`src/rtl/aes_ctr_sched.sv`:
```
// aes_ctr_sched
//   Counter owner and sequencer for the AES CTR-mode increment path.
//   Holds the full counter and serialises software loads and cipher-core
//   increment requests. An increment is delegated to a slice-wise increment
//   FSM: this block starts it, serves the selected slice, stores each
//   written-back slice verbatim and acknowledges once every slice has been
//   rewritten in order. Any deviation from that write sequence, or an alert
//   from the FSM, parks the block in a terminal error state with a sticky
//   alert.
//
// Ports
//   clk_i, rst_ni        clock, asynchronous active-low reset
//   load_i, load_data_i  counter load request and value
//   load_ready_o         load is accepted this cycle (idle only)
//   incr_req_i           level increment request, held until incr_ack_o
//   incr_ack_o           one-cycle pulse, ctr_o already incremented
//   ctr_o                current counter value
//   busy_o               increment in flight
//   fsm_incr_o           start pulse to the increment FSM
//   fsm_ready_i          increment FSM idle
//   fsm_slice_idx_i      slice selected by the FSM
//   fsm_slice_o          counter slice at fsm_slice_idx_i
//   fsm_slice_i          incremented slice from the FSM
//   fsm_we_i             slice write enable
//   fsm_alert_i          alert raised by the increment FSM
//   alert_o              sticky fatal alert
module aes_ctr_sched #(
  parameter int unsigned NumSlices = 8,
  parameter int unsigned SliceSize = 16,
  localparam int unsigned CtrWidth = NumSlices * SliceSize,
  localparam int unsigned IdxW     = $clog2(NumSlices)
) (
  input  logic                 clk_i,
  input  logic                 rst_ni,
  input  logic                 load_i,
  input  logic [CtrWidth-1:0]  load_data_i,
  output logic                 load_ready_o,
  input  logic                 incr_req_i,
  output logic                 incr_ack_o,
  output logic [CtrWidth-1:0]  ctr_o,
  output logic                 busy_o,
  output logic                 fsm_incr_o,
  input  logic                 fsm_ready_i,
  input  logic [IdxW-1:0]      fsm_slice_idx_i,
  output logic [SliceSize-1:0] fsm_slice_o,
  input  logic [SliceSize-1:0] fsm_slice_i,
  input  logic                 fsm_we_i,
  input  logic                 fsm_alert_i,
  output logic                 alert_o
);

  localparam int unsigned CntW = IdxW + 1;
  // Write count that marks a fully rewritten counter.
  localparam logic [CntW-1:0] WcntFull = CntW'(NumSlices);

  typedef enum logic [1:0] {
    StIdle  = 2'd0,
    StBusy  = 2'd1,
    StError = 2'd2
  } state_e;

  state_e                             state_q, state_d;
  logic [NumSlices-1:0][SliceSize-1:0] ctr_q, ctr_d;
  logic [CntW-1:0]                    wcnt_q, wcnt_d;

  logic wcnt_full;
  logic we_in_order;
  logic we_bad;

  assign wcnt_full   = (wcnt_q == WcntFull);
  // A write is legal only while slices remain and it targets the next one.
  assign we_in_order = !wcnt_full && (fsm_slice_idx_i == wcnt_q[IdxW-1:0]);
  assign we_bad      = fsm_we_i && !we_in_order;

  assign ctr_o       = ctr_q;
  assign fsm_slice_o = ctr_q[fsm_slice_idx_i];
  assign alert_o     = (state_q == StError);

  always_comb begin
    state_d      = state_q;
    ctr_d        = ctr_q;
    wcnt_d       = wcnt_q;
    load_ready_o = 1'b0;
    busy_o       = 1'b0;
    fsm_incr_o   = 1'b0;
    incr_ack_o   = 1'b0;

    unique case (state_q)
      StIdle: begin
        load_ready_o = 1'b1;
        // Any FSM write or alert while idle is a protocol violation.
        if (fsm_alert_i || fsm_we_i) begin
          state_d = StError;
        end
        if (load_i) begin
          ctr_d = load_data_i;
        end else if (incr_req_i && fsm_ready_i && !fsm_alert_i && !fsm_we_i) begin
          fsm_incr_o = 1'b1;
          wcnt_d     = '0;
          state_d    = StBusy;
        end
      end

      StBusy: begin
        busy_o = 1'b1;
        if (fsm_alert_i || we_bad) begin
          state_d = StError;
        end else begin
          if (fsm_we_i) begin
            ctr_d[fsm_slice_idx_i] = fsm_slice_i;
            wcnt_d                 = wcnt_q + CntW'(1);
          end
          // FSM back to idle: only a complete, in-order rewrite is a success.
          if (fsm_ready_i) begin
            if (wcnt_full) begin
              incr_ack_o = 1'b1;
              state_d    = StIdle;
            end else begin
              state_d = StError;
            end
          end
        end
      end

      StError: begin
        state_d = StError;
      end

      default: begin
        state_d = StError;
      end
    endcase
  end

  always_ff @(posedge clk_i or negedge rst_ni) begin
    if (!rst_ni) begin
      state_q <= StIdle;
      ctr_q   <= '0;
      wcnt_q  <= '0;
    end else begin
      state_q <= state_d;
      ctr_q   <= ctr_d;
      wcnt_q  <= wcnt_d;
    end
  end

endmodule
```
`config.mk`:
```
export PLATFORM = sky130hd
export DESIGN_NAME = aes_ctr_sched
export DESIGN_NICKNAME = d
export VERILOG_FILES = /design/src/rtl/aes_ctr_sched.sv
export SDC_FILE = /design/constraint.sdc
export NUM_CORES = 1
export LEC_CHECK = 0
export BUFFER_PORTS_ARGS = -buffer_cell sky130_fd_sc_hd__buf_2
export CAP_MARGIN = 40
export CORE_AREA = 3 3 138 140
export CTS_CLUSTER_DIAMETER = 120
export DETAILED_ROUTE_END_ITERATION = 16
export DIE_AREA = 0 0 141 143
export PLACE_DENSITY = 0.89
export SETUP_SLACK_MARGIN = 0.2
export SLEW_MARGIN = 20
export SYNTH_ARGS = -nofsm -noshare
export SYNTH_HDL_FRONTEND = slang
export SYNTH_SLANG_ARGS = --single-unit
```
`constraint.sdc`:
```
create_clock -name clk_i -period 5.4 [get_ports clk_i]
set_clock_uncertainty 0.1 [all_clocks]
set_input_delay 0.81 -clock clk_i [delete_from_list [all_inputs] [get_ports clk_i]]
set_output_delay 0.81 -clock clk_i [all_outputs]
set_load 0.02 [all_outputs]
```
==> results.py, run 1 <==
metrics = {
    "setup_path": {
        "r2r_start": "wcnt_q[1]$_DFFE_PN0P_",
        "arrival_ns": 3.06,
        "reg2reg_depth": 7,
        "timing.rr.end": "ctr_o[94]$_DFFE_PN0P_",
        "setup.worst_path.start_class": "input port",
        "crit_required_ns": 4.49,
        "reg2reg_slack_ns": 2.69,
        "crit_path_end_kind": "output pin",
        "cp_max_fo": 25,
        "path_class": "input port to output pin",
    },
    "grt": {
        "antenna_found_initial": 1,
        "grt_overflow": 0,
        "grtUsageMet1": 0.496,
        "grt_util_met2": 0.578,
        "grt_max_degree": 78,
        "met3_usage": 0.128,
        "grt_use_total": 0.386,
        "grt_pass1_vias": 9169,
        "grt_first_pass_wirelength_um": 58300,
        "busiest_layer": "met2",
    },
    "layout": {
        "final_cell_mix": "301 x buf_2, 134 x dfrtp_1, 112 x o2bb2ai_1",
        "areaGrowthSynthToFinish_pct": 25.4,
        "fin_util": 0.622,
        "final_nets": 1311,
        "n_fill_cell": 1471,
        "drive_gt1_frac": 0.409,
        "final_common_cell": "buf_2",
    },
    "drt": {
        "initialDrtViolationCount": 1672,
        "drc_errors": 0,
        "wl_um": 40300,
        "firstDrtPassIters": 6,
        "vias": 9759,
        "detail-route-antenna-nets": 0,
        "wl_per_cell_um": 28.8,
        "routed_via_density": 6.98,
    },
    "clocking": {
        "cts_hold_repair.buffers": 0,
        "ctsResizeCount": 0,
        "clkTransAtPathRegs_ns": 0.06,
        "h-tree-depth": 4,
        "post-cts-setup-buffer-count": 0,
        "cts_root_buffer": "clkbuf_16",
        "tritoncts": "built",
        "clock-sinks": 134,
        "cts_buffers": 17,
        "cts_max_path_buffers": 2,
        "clkLatencyLatePin_ns": 0.43,
    },
    "min_path": {
        "hold_class": "input port to asynchronous set/reset pin",
    },
    "die": {
        "rows": 49,
        "die_h_um": 143,
        "core_area_mm2": 0.0180,
        "die_x_um": 141,
        "initial_core_util": 0.496,
        "io_pins": 303,
        "die-area_mm2": 0.0202,
    },
    "synthesis": {
        "synth_area_mm2": 0.00890,
        "synth.yosys.seq_area_share": 0.377,
        "synth_mux_area_frac": 0.0305,
        "synth-seq-cells": 134,
        "async_flop_share": 1.00,
        "synth_area_leaders": "dfrtp_1 38%, o2bb2ai_1 11%, a211oi_2 8.2%",
        "synth-edff-count": 0,
        "synth_top_family_by_area": "compound AO/OA/AOI/OAI gates",
        "synth_fp_nets": 1045,
        "avgSynthCellArea_um2": 10.0,
        "synth_top_area_frac": 0.377,
        "synth_cell_types": 63,
        "post-synth-top-area-cell": "dfrtp_1",
        "synth-xor-area-share": 0.00646,
        "ys.flop_type": "dfrtp_1",
        "synthSimpleGateAreaFrac": 0.0812,
        "yosysWarningCount": 0,
        "syn_inst": 889,
        "synthAdderAreaFrac": 0.00281,
        "synth-compound-area-share": 0.408,
    },
    "power": {
        "leakagePower_nw": 4.89,
        "peakVddDrop_v": 0.000213,
        "powerDensity_mw_per_mm2": 290,
    },
    "timing": {
        "clock.fmax_mhz": 252,
        "rsz0062_at_grt": "no",
        "period_minus_slack_ns": 3.97,
        "finalSetupViolCount": 0,
        "fin_setup_tns_ns": 0,
        "period_share": 0.735,
        "tightest_slew_ns": 0.839,
        "setup_ws_ns": 1.43,
        "hold_viol_final": 0,
        "slew_viol_final": 0,
        "relSlewSlack": 0.438,
    },
    "placed_design": {
        "detailed_place_hpwl_um": 29300,
        "port-buffer-count": 302,
        "place_ws_ns": 1.59,
        "finalWeightedCongestion": 0.995,
    },
    "run_status": {
        "outcome": "completed",
    },
    "run": {
        "drv_cap": 0,
    },
}
[worst max-delay path by stage]
stage                                  start         endpoint  slack [ns]  depth (start not counted)
after CTS                 fsm_slice_idx_i[2]   fsm_slice_o[4]        1.56                          6
after global placement    fsm_slice_idx_i[0]  fsm_slice_o[11]        1.66                          6
after global routing      fsm_slice_idx_i[2]   fsm_slice_o[4]        1.44                          8
after floorplan           fsm_slice_idx_i[1]       incr_ack_o        1.90                          4
after detailed placement  fsm_slice_idx_i[2]   fsm_slice_o[4]        1.59                          6
final                     fsm_slice_idx_i[2]   fsm_slice_o[4]        1.43                          6
[sequential cells by signal, indices dropped and copies added, names as in the netlist]
register and flops:
state_q 2, ctr_o 128, wcnt_q 4
[stage by stage]
step | hold WS, ns | instance area [um2] | total power, mW | instances
floorplan | 0.414 | 8900 | 1.61 | 889
detailed placement | 0.452 | 10500 | 1.96 | 1364
finish | 0.140 | 11200 | 3.24 | 1399
global placement | 0.449 | 10400 | 1.94 | 1352
global route | 0.159 | 11200 | 3.32 | 1397
CTS | 0.153 | 11200 | 3.21 | 1396
[cell families after synthesis]
group                    count (synthesis)
AO/OA/AOI/OAI                          410
XOR/XNOR                                 4
adder cells (fa/ha/maj)                  2
buffers and inverters                  167
flip-flops                             134
multiplexers                            23
AND/OR/NAND/NOR                        149
[worst max-delay path, cell delays in order]
cell and delay, ns:
buf_2 0.44, buf_4 0.43, nor2b_1 0.56, a221oi_1 0.21, o21ai_0 0.35, buf_2 0.24
[area by class of cell]
class                      instances  area (um2)  share of cell area
clock buffer                      20         457              0.0409
sequential                       134        3350               0.300
antenna                            2        5.00            0.000448
inverter                          75         284              0.0254
timing repair buffer             339        1890               0.170
tap                              229         287              0.0257
clock inverter                    12         174              0.0156
multi-input combinational        588        4710               0.422
[cells in the mapped netlist (4+ instances only)]
master       n
o211ai_1     4
clkbuf_1    40
nor3_1       4
dfrtp_1    134
a221oi_1    13
nor2_1      96
a211oi_2    58
o2bb2ai_1  112
nand3_1      5
nand4_1      8
o22ai_1     16
inv_1       74
a22oi_2     23
buf_4       11
nand2_1     13
buf_2       22
a22oi_1     59
buf_8        7
buf_6        9
a21o_1       6
a211oi_1    72
mux2i_1     17
o21ai_0     11
a21oi_1     11
[report_power, final]
| group | switching [mW] | internal [mW] | total, mW |
|---|---|---|---|
| Combinational | 0.440 | 0.269 | 0.708 |
| Clock | 0.472 | 0.797 | 1.27 |
| Sequential | 0.160 | 1.10 | 1.26 |
| Total | 1.07 | 2.17 | 3.24 |
[metal layers]
layer | up-vias | wire length [um]
met3 | 198 | 6010
met2 | 938 | 17500
met4 | 2 | 2770
met1 | 4629 | 14000
met5 | - | 13
li1 | 3992 | -
No activity file was read; power rests on OpenSTA's default activity.
==> run 2: changes to the inputs <==
--- a/config.mk
+++ b/config.mk
@@ -7,11 +7,11 @@
 export LEC_CHECK = 0
 export BUFFER_PORTS_ARGS = -buffer_cell sky130_fd_sc_hd__buf_2
 export CAP_MARGIN = 40
-export CORE_AREA = 3 3 138 140
+export CORE_AREA = 3 3 142 144
 export CTS_CLUSTER_DIAMETER = 120
 export DETAILED_ROUTE_END_ITERATION = 16
-export DIE_AREA = 0 0 141 143
-export PLACE_DENSITY = 0.89
+export DIE_AREA = 0 0 145 147
+export PLACE_DENSITY = 0.88
 export SETUP_SLACK_MARGIN = 0.2
 export SLEW_MARGIN = 20
 export SYNTH_ARGS = -nofsm -noshare
==> constraint.sdc (replaced) <==
create_clock -name clk_i -period 3.55 [get_ports clk_i]
set_clock_uncertainty 0.1 [all_clocks]
set_input_delay 0.5325 -clock clk_i [delete_from_list [all_inputs] [get_ports clk_i]]
set_output_delay 0.5325 -clock clk_i [all_outputs]
set_load 0.02 [all_outputs]
==> results.py, run 2 (synthesis results as in run 1) <==
metrics = {
    "clocking": {
        "clock-sinks": 134,
        "clkTransAtPathRegs_ns": 0.06,
        "post-cts-setup-buffer-count": 0,
        "cts_max_path_buffers": 2,
        "cts_buffers": 17,
        "h-tree-depth": 4,
        "cts_root_buffer": "clkbuf_16",
        "tritoncts": "built",
        "clkLatencyLatePin_ns": 0.43,
    },
    "power": {
        "leakagePower_nw": 4.84,
        "peakVddDrop_v": 0.000331,
        "powerDensity_mw_per_mm2": 413,
    },
    "layout": {
        "final_nets": 1317,
        "n_fill_cell": 1602,
        "multi_input_area_mm2": 0.00472,
        "fin_util": 0.592,
        "final_cell_mix": "301 x buf_2, 132 x dfrtp_1, 112 x o2bb2ai_1",
        "drive_gt1_frac": 0.413,
        "final_common_cell": "buf_2",
        "areaGrowthSynthToFinish_pct": 25.3,
        "largest_reg_flops": 128,
        "seq_area_mm2": 0.00336,
        "fin_cells": 1438,
    },
    "die": {
        "io_pins": 303,
        "die_h_um": 147,
        "rows": 50,
        "core_area_mm2": 0.0188,
        "die-area_mm2": 0.0213,
        "initial_core_util": 0.473,
        "die_x_um": 145,
    },
    "grt": {
        "antenna_found_initial": 5,
        "grt_first_pass_wirelength_um": 58000,
        "grt_pass1_vias": 9136,
        "grt_use_total": 0.358,
        "grt_overflow": 0,
        "grt_max_degree": 65,
    },
    "drt": {
        "routed_via_density": 6.70,
        "routed.top_layer": "met4",
        "met3WireLength_um": 5530,
        "wl_per_cell_um": 27.6,
        "firstDrtPassIters": 6,
        "drt-met1-wl_um": 14200,
        "vias": 9632,
        "dr_wl_met2_um": 17500,
        "detail-route-antenna-nets": 0,
        "drc_errors": 0,
        "initialDrtViolationCount": 1314,
        "wl_um": 39700,
    },
    "timing": {
        "fin_setup_tns_ns": 0,
        "fin_hold_ws_ns": 0.290,
        "period_minus_slack_ns": 3.14,
        "slew_viol_final": 0,
        "setup_ws_ns": 0.407,
        "finalSetupViolCount": 0,
        "rsz0062_at_grt": "no",
        "hold_viol_final": 0,
        "period_share": 0.885,
        "tightest_slew_ns": 0.869,
        "relSlewSlack": 0.418,
        "clock.fmax_mhz": 318,
    },
    "placed_design": {
        "detailed_place_hpwl_um": 29300,
        "place_ws_ns": 0.569,
        "port-buffer-count": 302,
        "finalWeightedCongestion": 0.998,
        "dp.cells": 1401,
    },
    "setup_path": {
        "arrival_ns": 2.51,
        "crit_required_ns": 2.92,
        "crit_path_end_kind": "output pin",
        "cp_max_fo": 8,
        "path_class": "flop to output pin",
        "setup.worst_path.start_class": "flop",
    },
    "run": {
        "drv_cap": 0,
    },
    "run_status": {
        "outcome": "completed",
    },
    "min_path": {
        "hold_class": "input port to flop",
    },
}
==> run 2: cell types whose count changed in the layout (fill, tap and decap cells not counted), moves of 2 or more <==
cell,before,now
buf_4,29,35
bufinv_16,4,0
clkbuf_8,2,0
clkinv_2,4,2
clkinv_4,1,3
clkinvlp_4,1,7
dfrtp_1,134,132
dfrtp_2,0,2
diode_2,2,4
==> run 2: what timing repair did <==
action,in CTS,in global routing
resized for setup,0,3
setup endpoints to repair,0,1
hold buffers,1,0
hold endpoints to repair,40,0
==> run 2: through the flow <==
step / instance area, um2 / power (mW)
3_3_place_gp: 10500 / 2.96
6_report: 11200 / 4.61
4_1_cts: 11100 / 4.59
2_1_floorplan: 8900 / 2.45
5_1_grt: 11200 / 4.74
3_5_place_dp: 10600 / 2.98
==> run 2: path summary, 6_finish.rpt <==
kind | start | to | slack (ns) | depth (start not counted)
setup / recovery | wcnt_q[0]$_DFFE_PN0P_ | incr_ack_o | 0.41 | 6
hold / removal | fsm_ready_i | state_q[1]$_DFFE_PN0P_ | 0.29 | 3
setup reg to reg | wcnt_q[0]$_DFFE_PN0P_ | ctr_o[93]$_DFFE_PN0P_ | 0.91 | 7
hold reg to reg | ctr_o[82]$_DFFE_PN0P_ | ctr_o[82]$_DFFE_PN0P_ | 0.47 | 2
max in group asynchronous | rst_ni | ctr_o[21]$_DFFE_PN0P_ | 2.21 | 3
min in group asynchronous | rst_ni | wcnt_q[0]$_DFFE_PN0P_ | 0.50 | 2
==> run 2: layout make-up <==
cell class              instances  area share
multi-input cells             588       0.423
flip-flops and latches        134       0.301
repair buffers                345       0.173
clock buffers                  18      0.0385
well taps                     260      0.0292
inverters                      75      0.0255
clock inverters                14     0.00953
diodes                          4    0.000897
==> run 2: worst max-delay path, stage by stage, from the launching register on <==
cell	delay (ns)
dfrtp_2	0.45
inv_1	0.07
ha_1	0.24
a211oi_4	0.35
o2111ai_4	0.27
a2111oi_1	0.47
buf_2	0.24
==> run 2: power breakdown <==
group          total [mW]  internal [mW]  switching (mW)
Sequential           1.91           1.67           0.232
Clock                1.63          0.894           0.731
Combinational        1.08          0.413           0.665
Total                4.61           2.98            1.63
==> run 2: routing by layer <==
layer,GRT usage,vias up
li1,-,3993
met1,0.459,4653
met2,0.546,828
met3,0.107,158
met5,0,-
met4,0.196,0
